[src/rtl/ovr_mac_scheduler.sv]
// One-vs-rest logistic-regression scorer: a single time-multiplexed MAC walks
// every class's 81-term inner product and keeps the running arg-max.
module ovr_mac_scheduler #(
    parameter int NUM_CLASS = 10,
    parameter int NUM_FEAT  = 81,
    parameter int PIX_W     = 7,
    parameter int ACC_W     = 32,
    parameter int CLS_W     = 4,
    parameter int TADDR_W   = 10
) (
    input  logic               clk,
    input  logic               rst,
    input  logic               start,
    output logic [6:0]         pix_addr,
    input  logic [PIX_W-1:0]   pix_data,
    output logic [TADDR_W-1:0] theta_addr,
    input  logic [ACC_W-1:0]   theta_data,
    output logic               busy,
    output logic               done,
    output logic [CLS_W-1:0]   class_id,
    output logic [ACC_W-1:0]   score
);

    typedef enum logic [2:0] {
        IDLE,
        RUN,
        DRAIN,
        CMP,
        DONE
    } state_t;

    state_t state, state_nxt;

    logic [CLS_W-1:0]   cls;
    logic [6:0]         idx;
    logic [ACC_W-1:0]   acc;
    logic               rd_vld;
    logic [6:0]         rd_idx;
    logic [ACC_W-1:0]   best_score;
    logic [CLS_W-1:0]   best_cls;

    logic               last_idx;
    logic               last_cls;
    logic [TADDR_W-1:0] cls_base;
    logic [ACC_W-1:0]   ext_pix;
    logic [ACC_W-1:0]   term;
    logic               take_new;
    logic [ACC_W-1:0]   nb_score;
    logic [CLS_W-1:0]   nb_cls;

    assign last_idx = (idx == 7'(NUM_FEAT - 1));
    assign last_cls = (cls == CLS_W'(NUM_CLASS - 1));
    assign cls_base = TADDR_W'(cls) * TADDR_W'(NUM_FEAT);

    // Truncated product of zero-extended pixel and theta equals the signed
    // product modulo 2^ACC_W, so a plain ACC_W-wide multiply is sufficient.
    always_comb begin
        ext_pix = {{(ACC_W - PIX_W){1'b0}}, pix_data};
        if (rd_idx == '0) begin
            term = theta_data << 16;
        end else begin
            term = ext_pix * theta_data;
        end
    end

    always_comb begin
        take_new = (cls == '0) || ($signed(acc) > $signed(best_score));
        nb_score = take_new ? acc : best_score;
        nb_cls   = take_new ? cls : best_cls;
    end

    always_ff @(posedge clk) begin
        if (rst) begin
            state <= IDLE;
        end else begin
            state <= state_nxt;
        end
    end

    always_comb begin
        state_nxt  = state;
        busy       = 1'b0;
        done       = 1'b0;
        pix_addr   = '0;
        theta_addr = '0;
        case (state)
            IDLE: begin
                if (start) begin
                    state_nxt = RUN;
                end
            end
            RUN: begin
                busy       = 1'b1;
                pix_addr   = idx;
                theta_addr = cls_base + TADDR_W'(idx);
                if (last_idx) begin
                    state_nxt = DRAIN;
                end
            end
            DRAIN: begin
                busy      = 1'b1;
                state_nxt = CMP;
            end
            CMP: begin
                busy      = 1'b1;
                state_nxt = last_cls ? DONE : RUN;
            end
            DONE: begin
                done      = 1'b1;
                state_nxt = IDLE;
            end
            default: begin
                state_nxt = IDLE;
            end
        endcase
    end

    always_ff @(posedge clk) begin
        if (rst) begin
            cls        <= '0;
            idx        <= '0;
            acc        <= '0;
            rd_vld     <= 1'b0;
            rd_idx     <= '0;
            best_score <= '0;
            best_cls   <= '0;
            class_id   <= '0;
            score      <= '0;
        end else begin
            rd_vld <= (state == RUN);
            rd_idx <= idx;

            if (rd_vld) begin
                acc <= acc + term;
            end

            case (state)
                IDLE: begin
                    if (start) begin
                        cls <= '0;
                        idx <= '0;
                        acc <= '0;
                    end
                end
                RUN: begin
                    idx <= idx + 7'd1;
                end
                CMP: begin
                    // The final result is captured here so it is already
                    // visible during the done cycle.
                    best_score <= nb_score;
                    best_cls   <= nb_cls;
                    if (last_cls) begin
                        class_id <= nb_cls;
                        score    <= nb_score;
                    end else begin
                        cls <= cls + CLS_W'(1);
                        idx <= '0;
                        acc <= '0;
                    end
                end
                default: begin
                end
            endcase
        end
    end

endmodule

[config.mk]
export PLATFORM = sky130hd
export DESIGN_NAME = ovr_mac_scheduler
export DESIGN_NICKNAME = d
export VERILOG_FILES = /design/src/rtl/ovr_mac_scheduler.sv
export SDC_FILE = /design/constraint.sdc
export NUM_CORES = 1
export LEC_CHECK = 0
export ABC_AREA = 1
export CELL_PAD_IN_SITES_DETAIL_PLACEMENT = 0
export CELL_PAD_IN_SITES_GLOBAL_PLACEMENT = 1
export CORE_UTILIZATION = 48
export DETAILED_ROUTE_END_ITERATION = 6
export MAX_ROUTING_LAYER = met4
export PLACE_DENSITY = 0.94
export SYNTH_ARGS = -nofsm -noshare
export SYNTH_HDL_FRONTEND = slang
export SYNTH_SLANG_ARGS = --single-unit
[constraint.sdc]
create_clock -name clk -period 13 [get_ports clk]
set_input_delay 2.6 -clock clk [delete_from_list [all_inputs] [get_ports clk]]
set_output_delay 2.6 -clock clk [all_outputs]
set_load 0.01 [all_outputs]
==> Word-level counts from Yosys, hierarchy flattened <==
Index checks and enable logic that the tools add are counted.
{ "word_totals": {"in_bits": 42, "wordCells": 58, "output_inout_bits": 55, "regBits": 126} }
{ "op_classes": {"n_reduce_logical": 11, "n_mux": 21, "eq_ne": 9, "addsub": 4, "magnitude_cmp": 1, "mul": 2} }
{ "op_table": {"columns": ["operator", "n"], "rows": [
  ["$mux W32", 5],
  ["$pmux W32 S2", 1],
  ["$add A32 B32 Y32", 1],
  ["$gt A32 B32 Y1", 1],
  ["$mul A7 B32 Y32", 1],
  ["$mux W7", 3],
  ["$pmux W7 S3", 1],
  ["$mux W4", 3],
  ["$pmux W3 S4", 1],
  ["$add A10 B7 Y10", 1],
  ["$mul A4 B7 Y10 const B", 1],
  ["$mux W10", 1],
  ["$mux W3", 3],
  ["$pmux W4 S2", 1],
  ["$add A7 B1 Y7 const B", 1],
  ["$eq A7 B7 Y1 const B", 1],
  ["$logic_not A7 Y1", 1],
  ["$eq A3 B2 Y1 const B", 2],
  ["$ne A2 B2 Y1 const B", 3],
  ["$reduce_and A3 Y1", 2],
  ["$add A4 B1 Y4 const B", 1],
  ["$eq A4 B4 Y1 const B", 1],
  ["$logic_not A4 Y1", 1],
  ["$reduce_and A2 Y1", 2],
  ["8 further kinds", 9]
]} }

==> Longest topological paths before layout <==
Gate-level depths: netlist of the first run.
{ "depth": {"depth_word": 6, "ltp_mapped": 39, "ltp_nobuf": 38} }

==> Least setup slack after synthesis of the first run <==
No wires, ideal clock.
{ "synth_path": {"path_type": "in2reg", "startpoint": "input port pix_data[3]", "endpoint": "register acc[25]", "stages": 31, "arrival_time_ns": 7.947, "t_required_ns": 12.944, "path_buffers": 2, "setup_ns": 0.056, "setup_slack_ns": 4.998, "path_cell_list": "clkbuf_1 -> buf_1 -> nand2_1 -> inv_1 -> fa_1 -> fa_1 -> fa_1 -> inv_1 -> fa_1 -> inv_1 -> ha_1 -> a21o_1 -> a21oi_2 -> o21bai_2 -> a21oi_2 -> o21ai_1 -> nand2_1 -> nand3b_1 -> nand2_1 -> a21oi_1 -> ha_1 -> nand2_1 -> nor4_1 -> nand3_1 -> nand3_1 -> nand2_1 -> a21oi_1 -> nor2_1 -> nand2_1 -> nand2_1 -> inv_1"} }
{ "synth_between": {"elab_chain_len": 6, "elab_cells_between_ends": 7, "classes_between": "add/sub (1); mul (1); mux (5)"} }
{ "synth_rtl": {"columns": ["element", "line", "source"], "rows": [
  ["start: declaration", "15", "input logic [PIX_W-1:0] pix_data,"],
  ["$mul A7 B32 Y32 (*)", "62", "term = ext_pix * theta_data;"],
  ["$mux W32 (*)", "59", "if (rd_idx == '0) begin"],
  ["$add A32 B32 Y32 (*)", "134", "acc <= acc + term;"],
  ["$mux W32 (*)", "133", "if (rd_vld) begin"],
  ["$mux W32 (on tied branches)", "153, 139", null],
  ["$pmux W32 S2 (*)", "137", "case (state)"],
  ["end signal: assignment", "134", null],
  ["end: declaration", "36", "logic [ACC_W-1:0] acc;"]
]} }
Every way passes the cells marked *; elsewhere a longest branch is shown, timed or not.
A chain may end at the register's enable or synchronous reset.

==> Worst setup path after layout of the first run <==
{ "layout_path": {"startpoint": "input port pix_data[6]", "endpoint": "register acc[25]"} }
The elaborated chain is that of the path after synthesis.

==> results of run 1 <==
-- layout make-up --
cell class / count / area (sq um)
Tap cell: 402 / 503
Clock buffer: 21 / 450
Inverter: 537 / 2020
Fill cell: 3148 / 14300
Timing Repair Buffer: 107 / 1040
Sequential cell: 126 / 2520
Clock inverter: 11 / 165
Multi-Input combinational cell: 1606 / 10500
-- routing by layer --
layer,GRT usage,vias to the layer above
li1,-,7275
met1,0.353,6834
met2,0.448,321
met3,0.0308,38
met4,0.0569,0
met5,-,-
-- where the power goes --
group | switching, W | internal (W) | total (W) | leakage [nW]
Sequential | 0.0000148 | 0.000400 | 0.000414 | 1.02
Clock | 0.000181 | 0.000325 | 0.000506 | 0.301
Combinational | 0.000921 | 0.000501 | 0.00142 | 8.31
Total | 0.00112 | 0.00123 | 0.00234 | 9.63
-- per-stage QoR --
step           power [W]  cell area (sq um)  std cells
2_1_floorplan    0.00150              15400       2354
3_3_place_gp     0.00182              16600       2778
3_5_place_dp     0.00183              16600       2778
4_1_cts          0.00235              17200       2810
5_1_grt          0.00258              17200       2810
6_report         0.00234              17200       2810
-- worst reg2reg max path, stage by stage, from the launching register on --
cell and delay (ps):
dfxtp_1 300, or4_4 540, nor2_4 410, inv_2 370, nor2_1 280, a21oi_1 100
ha_1 380, nand2_1 160, nor4_1 850, nand3_1 220, nand3_1 230, nand2_1 100
a21oi_1 140, nor2_1 50, nand2_1 80, nand2_1 50, inv_1 40
-- worst min-delay path by stage --
stage | to | slack, ps | from
5_1_grt | idx[0] | 540 | idx[0]
2_1_floorplan | idx[0] | 460 | idx[0]
6_report | idx[0] | 510 | idx[0]
3_3_place_gp | idx[0] | 500 | idx[0]
4_1_cts | idx[0] | 510 | idx[0]
3_5_place_dp | idx[0] | 500 | idx[0]
-- registers in the layout, indices dropped and copies added, names as in the netlist, 4 cells and up --
signal      count
class_id        4
best_cls        4
rd_idx          7
idx             7
cls             4
best_score     32
acc            32
score          32
-- cells by family after synthesis --
logic type,count (synthesis),share of synthesized area
multiplexers,1,0.000649
adder cells (fa/ha/maj),264,0.279
AO/OA/AOI/OAI,271,0.100
buffers and inverters,622,0.154
XOR/XNOR,30,0.0170
AND/OR/NAND/NOR,1040,0.285
flip-flops,126,0.164
-- cells in the final DEF (no fill, tap or decap), types with 5 or more instances in the layout --
cell type / instances
fa_1: 134
a31oi_1: 12
dfxtp_1: 126
inv_1: 528
o21a_1: 5
nor2_1: 233
o21bai_1: 12
nand4_1: 6
a21oi_1: 133
xnor2_1: 6
nand2_1: 571
nand3b_1: 5
clkdlybuf4s50_1: 95
xor2_1: 24
nor3_1: 20
o21ai_1: 19
nand3_1: 171
o211ai_1: 10
clkbuf_16: 17
a21o_1: 11
inv_2: 8
o21ai_0: 51
buf_4: 11
ha_1: 130
==> key figures, run 1 <==
Clocking
  – Cts hold-fix bufs: 0
  – CTS root buf: clkbuf_16
  – Total setup buffers inserted after CTS: 0
  – Clock-pin slew on the worst setup and hold paths: 60 ps
  – TritonCTS buffer count: 17
  – Post-CTS resize count: 0
  – Clock Latency Late Sink: 430 ps
  – H-tree depth: 4
  – Sink Count: 126
  – CTS tree: built
  – Clock tree buffer depth: 2

Routing
  – DRC Markers: 0
  – Number of vias per cell: 5.15
  – Remaining antenna violation count: 0
  – Via Count: 14468
  – Top layer in use: met4
  – DR pass1 iterations: 7
  – Met1 wire length: 19000 microns
  – Length of routed met2 wiring: 19200 microns
  – Drt first-iter violations: 968
  – WL met3: 1950 microns
  – Wire per inst: 14.5 microns
  – Detailed Route WL: 40600 microns

Timing
  – RSZ-0062 raised after global routing: false
  – Final setup viols: 0
  – Worst slew pin tran: 1040 ps
  – Setup TNS: 0 ps
  – Clk_skew: 4.99 ps
  – Pins Over Slew Limit: 0
  – Final hold vios: 0
  – Fin crit period: 9670 ps
  – Hold WS: 513 ps
  – Slew margin rel.: 0.305
  – Period utilization: 0.744
  – Fmax: 103 MHz
  – Post-route worst setup slack: 3330 ps

Floorplan
  – Floorplan row count: 65
  – Die X: 181 microns
  – # IOs: 97
  – Core Footprint: 31600 sq um
  – Die area: 32900 sq um
  – Initial Util: 0.489
  – Die height: 181 microns

Critical path
  – Reg2Reg Depth: 16
  – CP delay by family, top: adder cells
  – Worst setup EP type: flip-flop
  – Slowest CP cell: clkdlybuf4s50_1
  – R2R Setup Slk: 8650 ps
  – Worst-path maximum fanout: 26
  – Crit path buf inv count: 6
  – Crit start category: input port
  – Critical Path Most Common Cell: nand2_1
  – CP Launch Point: pix_data[6]
  – Critical path endpoint: acc[25]
  – Crit path depth: 30
  – Worst path max stage delay: 1160 ps
  – Crit path arrival time: 10050 ps
  – Reg-to-Reg Start: rd_idx[1]
  – Setup Crit Path Kind: in2reg
  – Worst flop-to-flop path endpoint: acc[25]
  – Worst Path Required: 13380 ps

Logic synthesis
  – Async S/R FF share, synth: 0
  – Mean area per synthesized cell: 6.55 sq um
  – Sequential area share after synthesis: 0.164
  – Post-synth top area cell: fa_1
  – Synth Flop Type: dfxtp_1
  – Share of the synthesized area in the top cell type: 0.174
  – Cell with the most instances after synthesis: nand2_1
  – FF+latch count, synth: 126
  – Syn Inst Count: 2354
  – Most instantiated cells after synthesis: nand2_1, inv_1, nor2_1, nand3_1, fa_1
  – Number of flops mapped to enable cells by yosys: 0
  – Synth area leaders: fa_1, dfxtp_1, nand2_1, inv_1, ha_1
  – Synth cell types: 60
  – Syn Nets: 2660
  – Synthesized cell area: 15400 sq um
  – Warnings from Yosys: 0

Power and ir drop
  – Pleak: 9.63 nW
  – Worst VDD drop: 96.6 uV
  – PD cells: 136 nW/um^2

Cells and area
  – Antenna fix cells: 0
  – Area growth syn-to-layout: 11.6%
  – Layout Nets: 2701
  – Util after Layout: 0.546
  – Share of cells above drive strength 1: 0.0332

Place
  – DP HPWL: 31300 microns
  – Routability Congestion: 0.931
  – Port Buffers: 96
  – Setup WS pre-CTS: 3050 ps

Outcome
  – Outcome: finished, final reports clean

Min path
  – Hold Crit Class: reg2reg
  – Hold depth: 1

GRT
  – Total track usage: 0.270
  – Initial antenna violation count: 0
  – First-pass GRT wire length: 70300 microns
  – Largest net degree at the start of global routing: 85
  – Vias in the first global route: 14533
  – Overflow after GRT: 0

Job
  – Max-cap violation count: 0
Note: power is estimated with default switching activity, not from simulation.
==> inputs of run 2 (changes only) <==
CORE_UTILIZATION = 40   (was 48)
PLACE_DENSITY = 0.84   (was 0.94)
clock period = 7.7 ns   (was 13 ns; I/O delays follow)
==> run 2 against run 1 <==
Compared with the run above:
- cell area is 6.8% higher
- sequential power up 69%
- clock-buffer cell count rose by 2
- sequential share of layout area decreased by 0.94 points
- register-to-register slack got worse by 4800 ps
- via count is 2.5% higher
- hold slack improved by 3.9 ps
- setup slack lost 2900 ps
- highest routed layer unchanged
==> key figures, run 2 (synthesized netlist as in run 1, its figures left out) <==
Outcome
  – Outcome: finished, final reports clean (unchanged)

Floorplan
  – # IOs: 97 (unchanged)
  – Die area: 39400 sq um (was 32900 sq um)
  – Die X: 198 microns (was 181 microns)
  – Die height: 198 microns (was 181 microns)
  – Core Footprint: 37800 sq um (was 31600 sq um)
  – Initial Util: 0.408 (was 0.489)
  – Floorplan row count: 71 (was 65)

Cells and area
  – Share of cells above drive strength 1: 0.0800 (was 0.0332)
  – Layout filler cell count: 3918 (was 3148)
  – Antenna fix cells: 0 (unchanged)
  – Layout Nets: 2807 (was 2701)
  – Biggest regs: acc (32), best_score (32), score (32) (unchanged)
  – Sequential Area: 2520 sq um (unchanged)
  – Commonest non-fill, non-tap cell in the layout: nand2_1 (unchanged)
  – Most frequent cells in the layout: nand2_1, inv_1, nor2_1 (unchanged)
  – Area growth syn-to-layout: 19.2% (was 11.6%)
  – Multi-input gate area: 10600 sq um (was 10500 sq um)

Critical path
  – Critical Path Most Common Cell: nand2_1 (unchanged)
  – Worst Path Required: 8020 ps (was 13380 ps)
  – Crit start category: input port (unchanged)
  – Setup Crit Path Kind: in2reg (unchanged)
  – Worst path max stage delay: 580 ps (was 1160 ps)
  – Slowest CP cell: fa_1 (was clkdlybuf4s50_1)
  – Crit path arrival time: 7570 ps (was 10050 ps)
  – Worst-path maximum fanout: 17 (was 26)
  – Worst setup EP type: flip-flop (unchanged)

Place
  – Port Buffers: 96 (unchanged)
  – Routability Congestion: 0.918 (was 0.931)
  – Setup WS pre-CTS: -106 ps (was 3050 ps)
  – DP HPWL: 33400 microns (was 31300 microns)

Routing
  – Remaining antenna violation count: 0 (unchanged)
  – DR pass1 iterations: 5 (was 7)
  – Detailed Route WL: 43400 microns (was 40600 microns)
  – DRC Markers: 0 (unchanged)
  – Number of vias per cell: 4.90 (was 5.15)
  – Via Count: 14832 (was 14468)
  – Wire per inst: 14.4 microns (was 14.5 microns)
  – Drt first-iter violations: 1021 (was 968)

Timing
  – Final hold vios: 0 (unchanged)
  – Worst slew pin tran: 968 ps (was 1040 ps)
  – Pins Over Slew Limit: 0 (unchanged)
  – Fmax: 138 MHz
  – Slew margin rel.: 0.355 (was 0.305)
  – Post-route worst setup slack: 449 ps (was 3330 ps)
  – Clk_skew: 12.1 ps (was 4.99 ps)
  – Fin crit period: 7250 ps
  – Setup TNS: 0 ps (unchanged)
  – Period utilization: 0.942
  – Final setup viols: 0 (unchanged)

GRT
  – Largest net degree at the start of global routing: 85 (unchanged)
  – First-pass GRT wire length: 72300 microns (was 70300 microns)
  – Total track usage: 0.236 (was 0.270)
  – Overflow after GRT: 0 (unchanged)
  – Initial antenna violation count: 0 (unchanged)
  – Vias in the first global route: 14691 (was 14533)

Clocking
  – Clock tree buffer depth: 2 (unchanged)
  – CTS tree: built (unchanged)
  – Cts hold-fix bufs: 0 (unchanged)
  – Sink Count: 126 (unchanged)
  – TritonCTS buffer count: 17 (unchanged)
  – Clock Latency Late Sink: 430 ps (about the same)
  – Clock-pin slew on the worst setup and hold paths: 60 ps (about the same)
  – CTS root buf: clkbuf_16 (unchanged)
  – H-tree depth: 4 (unchanged)

Min path
  – Hold Crit Class: reg2reg (unchanged)

Power and ir drop
  – PD cells: 240 nW/um^2 (was 136 nW/um^2)
  – Sequential power share: 0.158 (was 0.177)
  – Worst VDD drop: 179 uV (was 96.6 uV)
  – P_int: 0.00241 W (was 0.00123 W)
  – Clk network pwr share: 0.211 (was 0.216)
  – Sw power: 0.00200 W (was 0.00112 W)
  – Combinational Power Share: 0.631 (was 0.607)
  – Pleak: 10.3 nW (was 9.63 nW)
  – Sw Ratio: 0.454 (was 0.477)

Job
  – Max-cap violation count: 0 (unchanged)
[run 2: path summary, 6_finish.rpt]
check / start / to / slack, ps / cells after the start
max: pix_data[1] / acc[26] / 450 / 36
max reg2reg: rd_idx[1] / acc[31] / 3840 / 18
min: idx[0] / idx[0] / 520 / 1
min reg2reg: idx[0] / idx[0] / 520 / 1
[run 2: timing repair]
action	4_1_cts	5_1_grt
setup endpoints to repair	0	8
gates resized for setup	0	21
buffers inserted	0	3
endpoints found under the hold margin	0	0
[run 2: worst max-delay path: cells and delay by family]
| kind | cells | cell delay (ps) |
|---|---|---|
| AOI/OAI and AO/OA | 8 | 1160 |
| adders and majority gates | 6 | 2590 |
| buffers and inverters | 9 | 1170 |
| and+or+nand+nor | 13 | 1100 |
[run 2: final cells by class]
| type | instances | area share |
|---|---|---|
| sequential | 126 | 0.137 |
| timing repair buffer | 213 | 0.107 |
| inverter | 537 | 0.110 |
| tap | 511 | 0.0348 |
| clock buffer | 23 | 0.0271 |
| clock inverter | 9 | 0.00973 |
| multi-input combinational | 1606 | 0.575 |
[run 2: metal layers]
layer,GRT usage,vias to the layer above,wire length [microns]
met3,0.0220,39,1680
met4,0.0479,0,437
met2,0.387,298,20400
met5,-,-,0
li1,-,7474,-
met1,0.316,7021,20900
[run 2: power groups by stage]
stage | Sequential, W | Combinational [W] | Clock, W
global route | 0.000703 | 0.00317 | 0.000976
detailed placement | 0.000715 | 0.00272 | 0
finish | 0.000700 | 0.00279 | 0.000932
global placement | 0.000714 | 0.00269 | 0
CTS | 0.000700 | 0.00274 | 0.000945
floorplan | 0.000704 | 0.00183 | 0
[run 2: per-stage QoR]
| step | util | hold slack, ps | power [W] | std cells | instance area [sq um] |
|---|---|---|---|---|---|
| after detailed placement | 0.464 | 503 | 0.00343 | 2988 | 17600 |
| final | 0.486 | 517 | 0.00442 | 3025 | 18400 |
| after CTS | 0.482 | 509 | 0.00438 | 3020 | 18300 |
| after global routing | 0.486 | 536 | 0.00485 | 3025 | 18400 |
| after global placement | 0.464 | 492 | 0.00341 | 2988 | 17600 |
| after floorplan | - | 464 | 0.00253 | 2354 | 15400 |
